[src/rtl/counter_core_pkg.sv]
// counter_core_pkg: shared types and helpers for multi_channel_counter_core.
//   mode_t     : channel run mode (wrap / one-shot)
//   chan_cfg_t : packed per-channel configuration {en, dir, ire, mode}
//   ch_idx_w() : channel-select width, never below 1 bit
package counter_core_pkg;

  typedef enum logic {
    MODE_WRAP    = 1'b0,
    MODE_ONESHOT = 1'b1
  } mode_t;

  typedef struct packed {
    logic  en;
    logic  dir;   // 1 = up, 0 = down
    logic  ire;
    mode_t mode;
  } chan_cfg_t;

  localparam chan_cfg_t CFG_RST = '{en: 1'b0, dir: 1'b0, ire: 1'b0, mode: MODE_WRAP};

  function automatic int ch_idx_w(input int n);
    return (n > 2) ? $clog2(n) : 1;
  endfunction

endpackage

[src/rtl/counter_channel.sv]
// counter_channel: one up/down counter channel.
//   Holds count, compare, config and lt status; reports a match when the
//   registered count equals compare while enabled. One-shot channels stop
//   (en cleared, count held) on the match edge.
// Ports:
//   clk, reset_n              clock, async active-low reset
//   sel                       this channel is addressed by the register port
//   count_we/count_in         count load
//   config_we/cfg_in          config load
//   compare_we/compare_in     compare load
//   presc_we/presc_in/presc   prescale register (PRESCALER_EN builds only)
//   count, compare, cfg, lt   registered state
//   match                     combinational match flag
// Build option: `define PRESCALER_EN adds a per-channel prescaler.
module counter_channel
  import counter_core_pkg::*;
#(
  parameter int WIDTH        = 32,
  parameter int LT_THRESHOLD = 1000
`ifdef PRESCALER_EN
  , parameter int PRESC_WIDTH = 8
`endif
) (
  input  logic             clk,
  input  logic             reset_n,
  input  logic             sel,
  input  logic             count_we,
  input  logic [WIDTH-1:0] count_in,
  input  logic             config_we,
  input  chan_cfg_t        cfg_in,
  input  logic             compare_we,
  input  logic [WIDTH-1:0] compare_in,
`ifdef PRESCALER_EN
  input  logic                   presc_we,
  input  logic [PRESC_WIDTH-1:0] presc_in,
  output logic [PRESC_WIDTH-1:0] presc,
`endif
  output logic [WIDTH-1:0] count,
  output logic [WIDTH-1:0] compare,
  output chan_cfg_t        cfg,
  output logic             lt,
  output logic             match
);

  localparam logic LT_RST = (LT_THRESHOLD > 0);

  logic [WIDTH-1:0] count_q, count_d;
  logic [WIDTH-1:0] compare_q, compare_d;
  chan_cfg_t        cfg_q, cfg_d;
  logic             lt_q, lt_d;
  logic             tick;
  logic             oneshot_stop;

`ifdef PRESCALER_EN
  logic [PRESC_WIDTH-1:0] presc_q, presc_d;
  logic [PRESC_WIDTH-1:0] tick_q, tick_d;

  assign tick = (tick_q == presc_q);

  // Tick counter only advances while enabled; any count/presc write restarts it.
  always_comb begin
    presc_d = presc_q;
    tick_d  = tick_q;
    if (sel && (count_we || presc_we)) tick_d = '0;
    else if (cfg_q.en)                 tick_d = tick ? '0 : tick_q + PRESC_WIDTH'(1);
    if (sel && presc_we) presc_d = presc_in;
  end

  always_ff @(posedge clk or negedge reset_n) begin
    if (!reset_n) begin
      presc_q <= '0;
      tick_q  <= '0;
    end else begin
      presc_q <= presc_d;
      tick_q  <= tick_d;
    end
  end

  assign presc = presc_q;
`else
  assign tick = 1'b1;
`endif

  assign match        = cfg_q.en && (count_q == compare_q);
  assign oneshot_stop = match && (cfg_q.mode == MODE_ONESHOT);

  always_comb begin
    count_d   = count_q;
    compare_d = compare_q;
    cfg_d     = cfg_q;
    // Compared at 64 bits so thresholds wider than the counter still work.
    lt_d      = (LT_THRESHOLD > 0) && (64'(count_q) < 64'(LT_THRESHOLD));

    if (sel && count_we)      count_d = count_in;
    else if (oneshot_stop)    count_d = count_q;
    else if (cfg_q.en && tick) count_d = cfg_q.dir ? count_q + WIDTH'(1) : count_q - WIDTH'(1);

    // A register write overrides the internal one-shot stop.
    if (oneshot_stop)          cfg_d.en  = 1'b0;
    if (sel && config_we)      cfg_d     = cfg_in;
    if (sel && compare_we)     compare_d = compare_in;
  end

  always_ff @(posedge clk or negedge reset_n) begin
    if (!reset_n) begin
      count_q   <= '0;
      compare_q <= '1;
      cfg_q     <= CFG_RST;
      lt_q      <= LT_RST;
    end else begin
      count_q   <= count_d;
      compare_q <= compare_d;
      cfg_q     <= cfg_d;
      lt_q      <= lt_d;
    end
  end

  assign count   = count_q;
  assign compare = compare_q;
  assign cfg     = cfg_q;
  assign lt      = lt_q;

endmodule

[src/rtl/multi_channel_counter_core.sv]
// multi_channel_counter_core: NUM_CH independent up/down counters behind one
// register port with channel select, sticky match status (write-1-to-clear)
// and a registered shared interrupt.
// Ports:
//   clk, reset_n                 clock, async active-low reset
//   ch_sel                       channel for all *_we strobes and *_out reads
//   count_we/count_in            count load
//   config_we/en,dir,ire,mode_in config load
//   compare_we/compare_in        compare load
//   irq_clr_we/irq_clr_in        status clear mask
//   count_out..lt_out            selected channel view (zeros if out of range)
//   irq_status, irq_out          sticky flags, level interrupt
// Build option: `define PRESCALER_EN adds PRESC_WIDTH and presc_we/presc_in/presc_out.
module multi_channel_counter_core
  import counter_core_pkg::*;
#(
  parameter int NUM_CH       = 4,
  parameter int WIDTH        = 32,
  parameter int LT_THRESHOLD = 1000
`ifdef PRESCALER_EN
  , parameter int PRESC_WIDTH = 8
`endif
) (
  input  logic                        clk,
  input  logic                        reset_n,
  input  logic [ch_idx_w(NUM_CH)-1:0] ch_sel,
  input  logic                        count_we,
  input  logic [WIDTH-1:0]            count_in,
  input  logic                        config_we,
  input  logic                        en_in,
  input  logic                        dir_in,
  input  logic                        ire_in,
  input  logic                        mode_in,
  input  logic                        compare_we,
  input  logic [WIDTH-1:0]            compare_in,
  input  logic                        irq_clr_we,
  input  logic [NUM_CH-1:0]           irq_clr_in,
`ifdef PRESCALER_EN
  input  logic                        presc_we,
  input  logic [PRESC_WIDTH-1:0]      presc_in,
  output logic [PRESC_WIDTH-1:0]      presc_out,
`endif
  output logic [WIDTH-1:0]            count_out,
  output logic [WIDTH-1:0]            compare_out,
  output logic                        en_out,
  output logic                        dir_out,
  output logic                        ire_out,
  output logic                        mode_out,
  output logic                        lt_out,
  output logic [NUM_CH-1:0]           irq_status,
  output logic                        irq_out
);

  localparam int CH_W = ch_idx_w(NUM_CH);

  chan_cfg_t                     cfg_in;
  logic [NUM_CH-1:0]             sel_vec;
  logic [NUM_CH-1:0][WIDTH-1:0]  cnt_vec, cmp_vec;
  chan_cfg_t [NUM_CH-1:0]        cfg_vec;
  logic [NUM_CH-1:0]             lt_vec, match_vec, ire_vec;
`ifdef PRESCALER_EN
  logic [NUM_CH-1:0][PRESC_WIDTH-1:0] presc_vec;
`endif

  logic [NUM_CH-1:0] irq_status_q, irq_status_d;
  logic              irq_q, irq_d;

  assign cfg_in = '{en: en_in, dir: dir_in, ire: ire_in, mode: mode_t'(mode_in)};

  // Out-of-range selects decode to no channel, so their writes are dropped.
  for (genvar i = 0; i < NUM_CH; i++) begin : g_ch
    assign sel_vec[i] = (ch_sel == CH_W'(i));
    assign ire_vec[i] = cfg_vec[i].ire;

    counter_channel #(
      .WIDTH        (WIDTH),
      .LT_THRESHOLD (LT_THRESHOLD)
`ifdef PRESCALER_EN
      , .PRESC_WIDTH(PRESC_WIDTH)
`endif
    ) u_ch (
      .clk        (clk),
      .reset_n    (reset_n),
      .sel        (sel_vec[i]),
      .count_we   (count_we),
      .count_in   (count_in),
      .config_we  (config_we),
      .cfg_in     (cfg_in),
      .compare_we (compare_we),
      .compare_in (compare_in),
`ifdef PRESCALER_EN
      .presc_we   (presc_we),
      .presc_in   (presc_in),
      .presc      (presc_vec[i]),
`endif
      .count      (cnt_vec[i]),
      .compare    (cmp_vec[i]),
      .cfg        (cfg_vec[i]),
      .lt         (lt_vec[i]),
      .match      (match_vec[i])
    );
  end

  always_comb begin
    count_out   = '0;
    compare_out = '0;
    en_out      = 1'b0;
    dir_out     = 1'b0;
    ire_out     = 1'b0;
    mode_out    = 1'b0;
    lt_out      = 1'b0;
`ifdef PRESCALER_EN
    presc_out   = '0;
`endif
    for (int i = 0; i < NUM_CH; i++) begin
      if (sel_vec[i]) begin
        count_out   = cnt_vec[i];
        compare_out = cmp_vec[i];
        en_out      = cfg_vec[i].en;
        dir_out     = cfg_vec[i].dir;
        ire_out     = cfg_vec[i].ire;
        mode_out    = cfg_vec[i].mode;
        lt_out      = lt_vec[i];
`ifdef PRESCALER_EN
        presc_out   = presc_vec[i];
`endif
      end
    end
  end

  // New matches are OR'd in after the clear so a same-cycle set wins.
  always_comb begin
    irq_status_d = (irq_status_q & ~(irq_clr_we ? irq_clr_in : '0)) | match_vec;
    irq_d        = |(irq_status_q & ire_vec);
  end

  always_ff @(posedge clk or negedge reset_n) begin
    if (!reset_n) begin
      irq_status_q <= '0;
      irq_q        <= 1'b0;
    end else begin
      irq_status_q <= irq_status_d;
      irq_q        <= irq_d;
    end
  end

  assign irq_status = irq_status_q;
  assign irq_out    = irq_q;

endmodule

[config.mk]
export PLATFORM = sky130hd
export DESIGN_NAME = multi_channel_counter_core
export DESIGN_NICKNAME = d
export VERILOG_FILES = /design/src/rtl/counter_core_pkg.sv /design/src/rtl/counter_channel.sv /design/src/rtl/multi_channel_counter_core.sv
export SDC_FILE = /design/constraint.sdc
export NUM_CORES = 1
export LEC_CHECK = 0
export BUFFER_PORTS_ARGS = -buffer_cell sky130_fd_sc_hd__buf_4
export CORE_MARGIN = 8
export CORE_UTILIZATION = 56
export DETAILED_ROUTE_END_ITERATION = 8
export PLACE_DENSITY = 0.78
export RECOVER_POWER = 100
export SYNTH_ARGS = -nofsm -noshare
export SYNTH_HDL_FRONTEND = slang
export SYNTH_SLANG_ARGS = --single-unit
export TNS_END_PERCENT = 5
[constraint.sdc]
create_clock -name clk -period 3.5 [get_ports clk]
set_input_delay 0.35 -clock clk [delete_from_list [all_inputs] [get_ports clk]]
set_output_delay 0.35 -clock clk [all_outputs]
set_load 0.02 [all_outputs]
# [After elaboration in Yosys (flattened, before gate mapping)]
# Cells that the tools add are included.
# Widths: inputs -> output; s select.
[op_classes] addsub=8 order_cmp=4 n_eq_ne=11 n_mux=53 bitwise=4 n_reduce_logical=34
[op_table] op="$mux 32" n=24
[op_table] op="$add 32x1->32 const B" n=4
[op_table] op="$eq 32x32->1" n=4
[op_table] op="$lt 32x10->1 const B" n=4
[op_table] op="$sub 32x1->32 const B" n=4
[op_table] op="$mux 1" n=24
[op_table] op="$logic_and 1x1->1" n=20
[op_table] op="$mux 4" n=5
[op_table] op="$reduce_bool 2->1" n=8
[op_table] op="$and 4x4->4" n=2
[op_table] op="$ne 2x2->1 const B" n=4
[op_table] op="$reduce_and 2->1" n=4
[op_table] op="$eq 2x2->1 const B" n=2
[op_table] op="$not 4->4" n=1
[op_table] op="$or 4x4->4" n=1
[op_table] op="$reduce_or 4->1" n=1
[op_table] op="$eq 2x1->1 const B" n=1
[op_table] op="$logic_not 2->1" n=1
[totals] reg_bits=281 inputBits=80 output_inout_bits=74 word_cells=144

# [Longest topological paths before layout]
[depth] depth_word=5 depth_mapped=13

# [Modules after synthesis]
# A second synthesis with hierarchy kept.
[hier_totals] cells_unflattened=2211 hier_area_um2=22130.0
[modules_own_cells] mod="counter_channel at g_ch[0].u_ch ..." instances=3 cells_each=533 area_each_um2=5098.6 seq_area_each_um2=1767.9
[modules_own_cells] mod="counter_channel at g_ch[3].u_ch" instances=1 cells_each=507 area_each_um2=4885.9 seq_area_each_um2=1767.9
[modules_own_cells] mod="multi_channel_counter_core" instances=1 cells_each=105 area_each_um2=1948.1 seq_area_each_um2=125.1

# [Least setup slack after synthesis]
# Ideal clock, no wire load.
[synth_path] path_kind="register to register" start="reg g_ch[1].u_ch.cfg_q, in the netlist g_ch[1].u_ch.cfg[2]" end="reg g_ch[1].u_ch.count_q[28]" setup_ns=0.142 t_arrival_ns=3.427 required_ns=3.358 path_slack_ns=-0.069 path_stages_with_launch=13 path_buffers=0 path_cell_list="dfrtp_1 > inv_1 > ha_1 > a21o_1 > a21o_1 > a21o_1 > a311o_1 > or4_4 > o21ai_1 > o21ai_1 > o31ai_2 > xor2_1 > o221ai_1"
[synth_between] elab_chain_len=4
[synth_rtl] element="start: declaration" line="counter_channel.sv:49" source="chan_cfg_t cfg_q, cfg_d;"
[synth_rtl] element="start signal: assignment" line="counter_channel.sv:113" source="cfg_q <= cfg_d;"
[synth_rtl] element="$mux 32 (2 in series)" line="counter_channel.sv:96" source="else if (cfg_q.en && tick) count_d = cfg_q.dir ? count_q + WIDTH'(1) : count_q - WIDTH'(1);"
[synth_rtl] element="$mux 32" line="counter_channel.sv:95" source="else if (oneshot_stop) count_d = count_q;"
[synth_rtl] element="$mux 32" line="counter_channel.sv:94" source="if (sel && count_we) count_d = count_in;"
[synth_rtl] element="end signal: assignment" line="counter_channel.sv:111" source="count_q <= count_d;"
[synth_rtl] element="end: declaration" line="counter_channel.sv:47" source="logic [WIDTH-1:0] count_q, count_d;"
# No other way between the ends. The select of a mux whose other input is x is not followed.
# A chain may end at the register's enable or synchronous reset.

# [Worst setup path after layout]
[layout_path] start="reg g_ch[0].u_ch.count_q[29]" end="reg g_ch[0].u_ch.count_q[11]"
[layout_between] elab_chain_len=5
[layout_rtl] element="start: declaration" line="counter_channel.sv:47"
[layout_rtl] element="start signal: assignment" line="counter_channel.sv:111"
[layout_rtl] element="$eq 32x32->1" line="counter_channel.sv:84" source="assign match = cfg_q.en && (count_q == compare_q);"
[layout_rtl] element="$logic_and 1x1->1" line="counter_channel.sv:84"
[layout_rtl] element="$logic_and 1x1->1" line="counter_channel.sv:85" source="assign oneshot_stop = match && (cfg_q.mode == MODE_ONESHOT);"
[layout_rtl] element="$ne 2x2->1 (no source line)"
[layout_rtl] element="$reduce_and 2->1 (no source line)"
# No other way between the ends.

==> run metrics <==
normalized max-slew margin=-75.2%; Routed WL per cell=27.6 um; DRC errors left=0; Post-DP HPWL=62800 um; Clk pwr share=13.5%; fraction of layout instances using a drive strength above 1=25.6%; routability cong.=1.06; Worst Path Buf+Inv=1; Critical Path Max Stage Delay=690 ps; vias in the first global route=19.0k; Setup Viol. Count Final=0; reg-to-reg endpoint=g_ch[0].u_ch.count[11]; final worst slack=19.5 ps; Crit Path Max Fanout=21; Top Layer Used=met5; maximum clock rate=0.287 GHz; initial antenna violation count=3; Non-Filler Instances=2896; dpl cell area=23700 um^2; P_leak=10.5 nW; internal power=13.3 mW; Setup Crit Path Kind=reg2reg; Inst Count DP=2837; crit end category=flop; # clock sinks=281; Worst Hold Class=in2reg; Mapped Nets=2360; Critical Path AT=3970 ps; R2R Setup Slk=20 ps; most frequent cells in the layout=208 x nand2_1, 164 x buf_4, 149 x dfrtp_1; wire length on met2=34800 um; Fin. Hold Viols=0; synthesis-to-layout area growth=14.8%; CTS tree=yes; Async S/R FF share, synth=100%; die height=211 um; post-route ant nets=0; Worst setup SP type=flop; Pwr Density=1030 nW/um^2; top_reg_cell synth=dfrtp_1; Syn Inst Count=2156; FP Rows=71; core area=37600 um^2; Vias=19.3k; Worst-Skew Late Latency=600 ps; Slowest-stage cell, CP=or4_1; Crit path required time=3990 ps; max-slew violations=124; Ys Warns=0; Root Driver=clkbuf_16; outcome=finished with violations; clk buf depth=3; min-delay src=irq_clr_in[2]; largest net degree at the start of global routing=93; clock period minus final worst setup slack=3480 ps; sequential area share after synthesis=33.8%; first-pass GRT wire length=118000 um; Slew @ Worst Pin=2630 ps; WL met3=10500 um; initial DRC count=2084; drt total wl=80000 um; combinational power share=61.5%; TNS Setup=0 ps; fin crit share=99.4%; Mapped Area=21300 um^2; Synth Area per Inst=9.88 um^2; die width=211 um; # port buffers=153; Switching Fraction=47.4%; DR pass1 iterations=7; M1 WL=29500 um; R2R Path Start=g_ch[0].u_ch.count[29]; Worst VDD drop=0.509 mV; WHS Endpoint=irq_status[2]; vias per cell=6.65; post-route design area=24500 um^2; most common cell after layout, fill and taps aside=nand2_1; clock-pin slew on the worst setup and hold paths=70 ps; crit-path cells=xnor2_1 > nand4_1 > or4_1 > o21a_1 > buf_12 > nor2b_1 > a31oi_1 > o21ai_0; cells on worst reg2reg path=8; fillers=3056; Die Area=44500 um^2; total CTS buffers=30; I/O pin cnt=154; grt total ovfl=0; flops & latches, synth=281; CP delay by family, top=simple AND/OR/NAND/NOR gates; Max-Cap Viols=3; Sequential Power Share=25.1%; GRT Resource Usage Total=35.2%; Final Skew=26.6 ps; Net count, final=2563; WHS=8.50 ps; pre-CTS setup slack=-26.8 ps; WHS Path Cells=4; violated checks=capacitance limit, slew limit; RSZ-0062 raised after global routing=yes; Synth cell types=77; Starting Density=56.7%; number of synthesized flops with an enable pin=0; H-tree depth=1; Psw=12.0 mW; Overall Power=25.3 mW; post-layout util=65.1%
state kept, by name (all words and copies together), names as in the netlist:
register	cells
g_ch.u_ch.compare	128
g_ch.u_ch.cfg	16
irq_out	1
g_ch.u_ch.lt	4
g_ch.u_ch.count	128
irq_status	4
kinds of logic after synthesis:
group	Yosys count	synth area share, %
AO/OA/AOI/OAI	536	15.8
XOR/XNOR	222	9.13
adder cells (fa/ha/maj)	124	7.42
buffers and inverters	138	2.51
flip-flops	281	33.8
multiplexers	309	19.5
AND/OR/NAND/NOR	546	11.9
metal layers:
layer / track usage [%] / up-vias
met1: 44.3 / 9463
met5: 0 / -
met4: 20.1 / 4
li1: - / 8368
met3: 10.8 / 266
met2: 53.2 / 1159
Yosys cell counts, types with 34 or more instances:
library cell  number  area share [%]
inv_1             42            0.74
mux4_2            69             7.3
nor2_1           122             2.1
dfrtp_1          149              18
dfstp_2          132              16
nand3_1           40            0.94
mux2_2           147             7.8
clkbuf_1          67             1.2
nand4_1           39             1.1
nand2_1          209             3.7
xnor2_1          138             5.7
xor2_1            84             3.5
mux2i_1           90             4.2
a21o_1            90             3.2
nor4_1            34             1.0
a21oi_1          129             3.0
o21ai_1           36            0.85
ha_1             120             7.0
o21ai_0          134             3.1
worst reg2reg max path: cells and delay by family (launching register included):
kind	cells	cell delay [ps]
flops	1	450
simple gates	3	1130
buf+inv	1	320
compound gates	3	810
xor+xnor	1	660
how the worst max path moves through the flow:
stage / slack (ps) / depth (start not counted) / to / start
floorplan: 20 / 12 / g_ch[1].u_ch.count[28] / g_ch[1].u_ch.cfg[2]
global placement: 10 / 12 / g_ch[2].u_ch.count[29] / g_ch[2].u_ch.cfg[2]
detailed placement: -30 / 12 / g_ch[1].u_ch.count[28] / g_ch[1].u_ch.cfg[2]
CTS: 40 / 12 / g_ch[2].u_ch.count[29] / g_ch[2].u_ch.cfg[2]
global route: -80 / 12 / g_ch[2].u_ch.count[29] / g_ch[2].u_ch.cfg[2]
finish: 20 / 8 / g_ch[0].u_ch.count[11] / g_ch[0].u_ch.count[29]
power by group through the flow:
stage                     Combinational (mW)  Clock, mW  Sequential, mW
after floorplan                         10.6          0            5.65
after global placement                  14.9          0            6.20
after detailed placement                15.2          0            6.24
after CTS                               15.3       3.41            6.22
after global routing                    16.7       3.54            6.38
final                                   15.5       3.41            6.33
area by class of cell:
type	count	area, um^2	area share, %
clock buffer	45	940	3.84
inverter	42	165	0.675
clock inverter	11	113	0.460
sequential	281	7200	29.4
antenna	2	5.00	0.0205
multi-input combinational	1737	13700	55.8
tap	511	639	2.61
timing repair buffer	267	1740	7.12
timing repair:
action / 4_1_cts / 5_1_grt
hold buffers: 1 / 0
gates resized for setup: 2 / 14
hold endpoints to repair: 45 / 0
endpoints found under the setup margin: 2 / 13
setup buffers: 0 / 0
No activity file was read; power rests on OpenSTA's default activity.
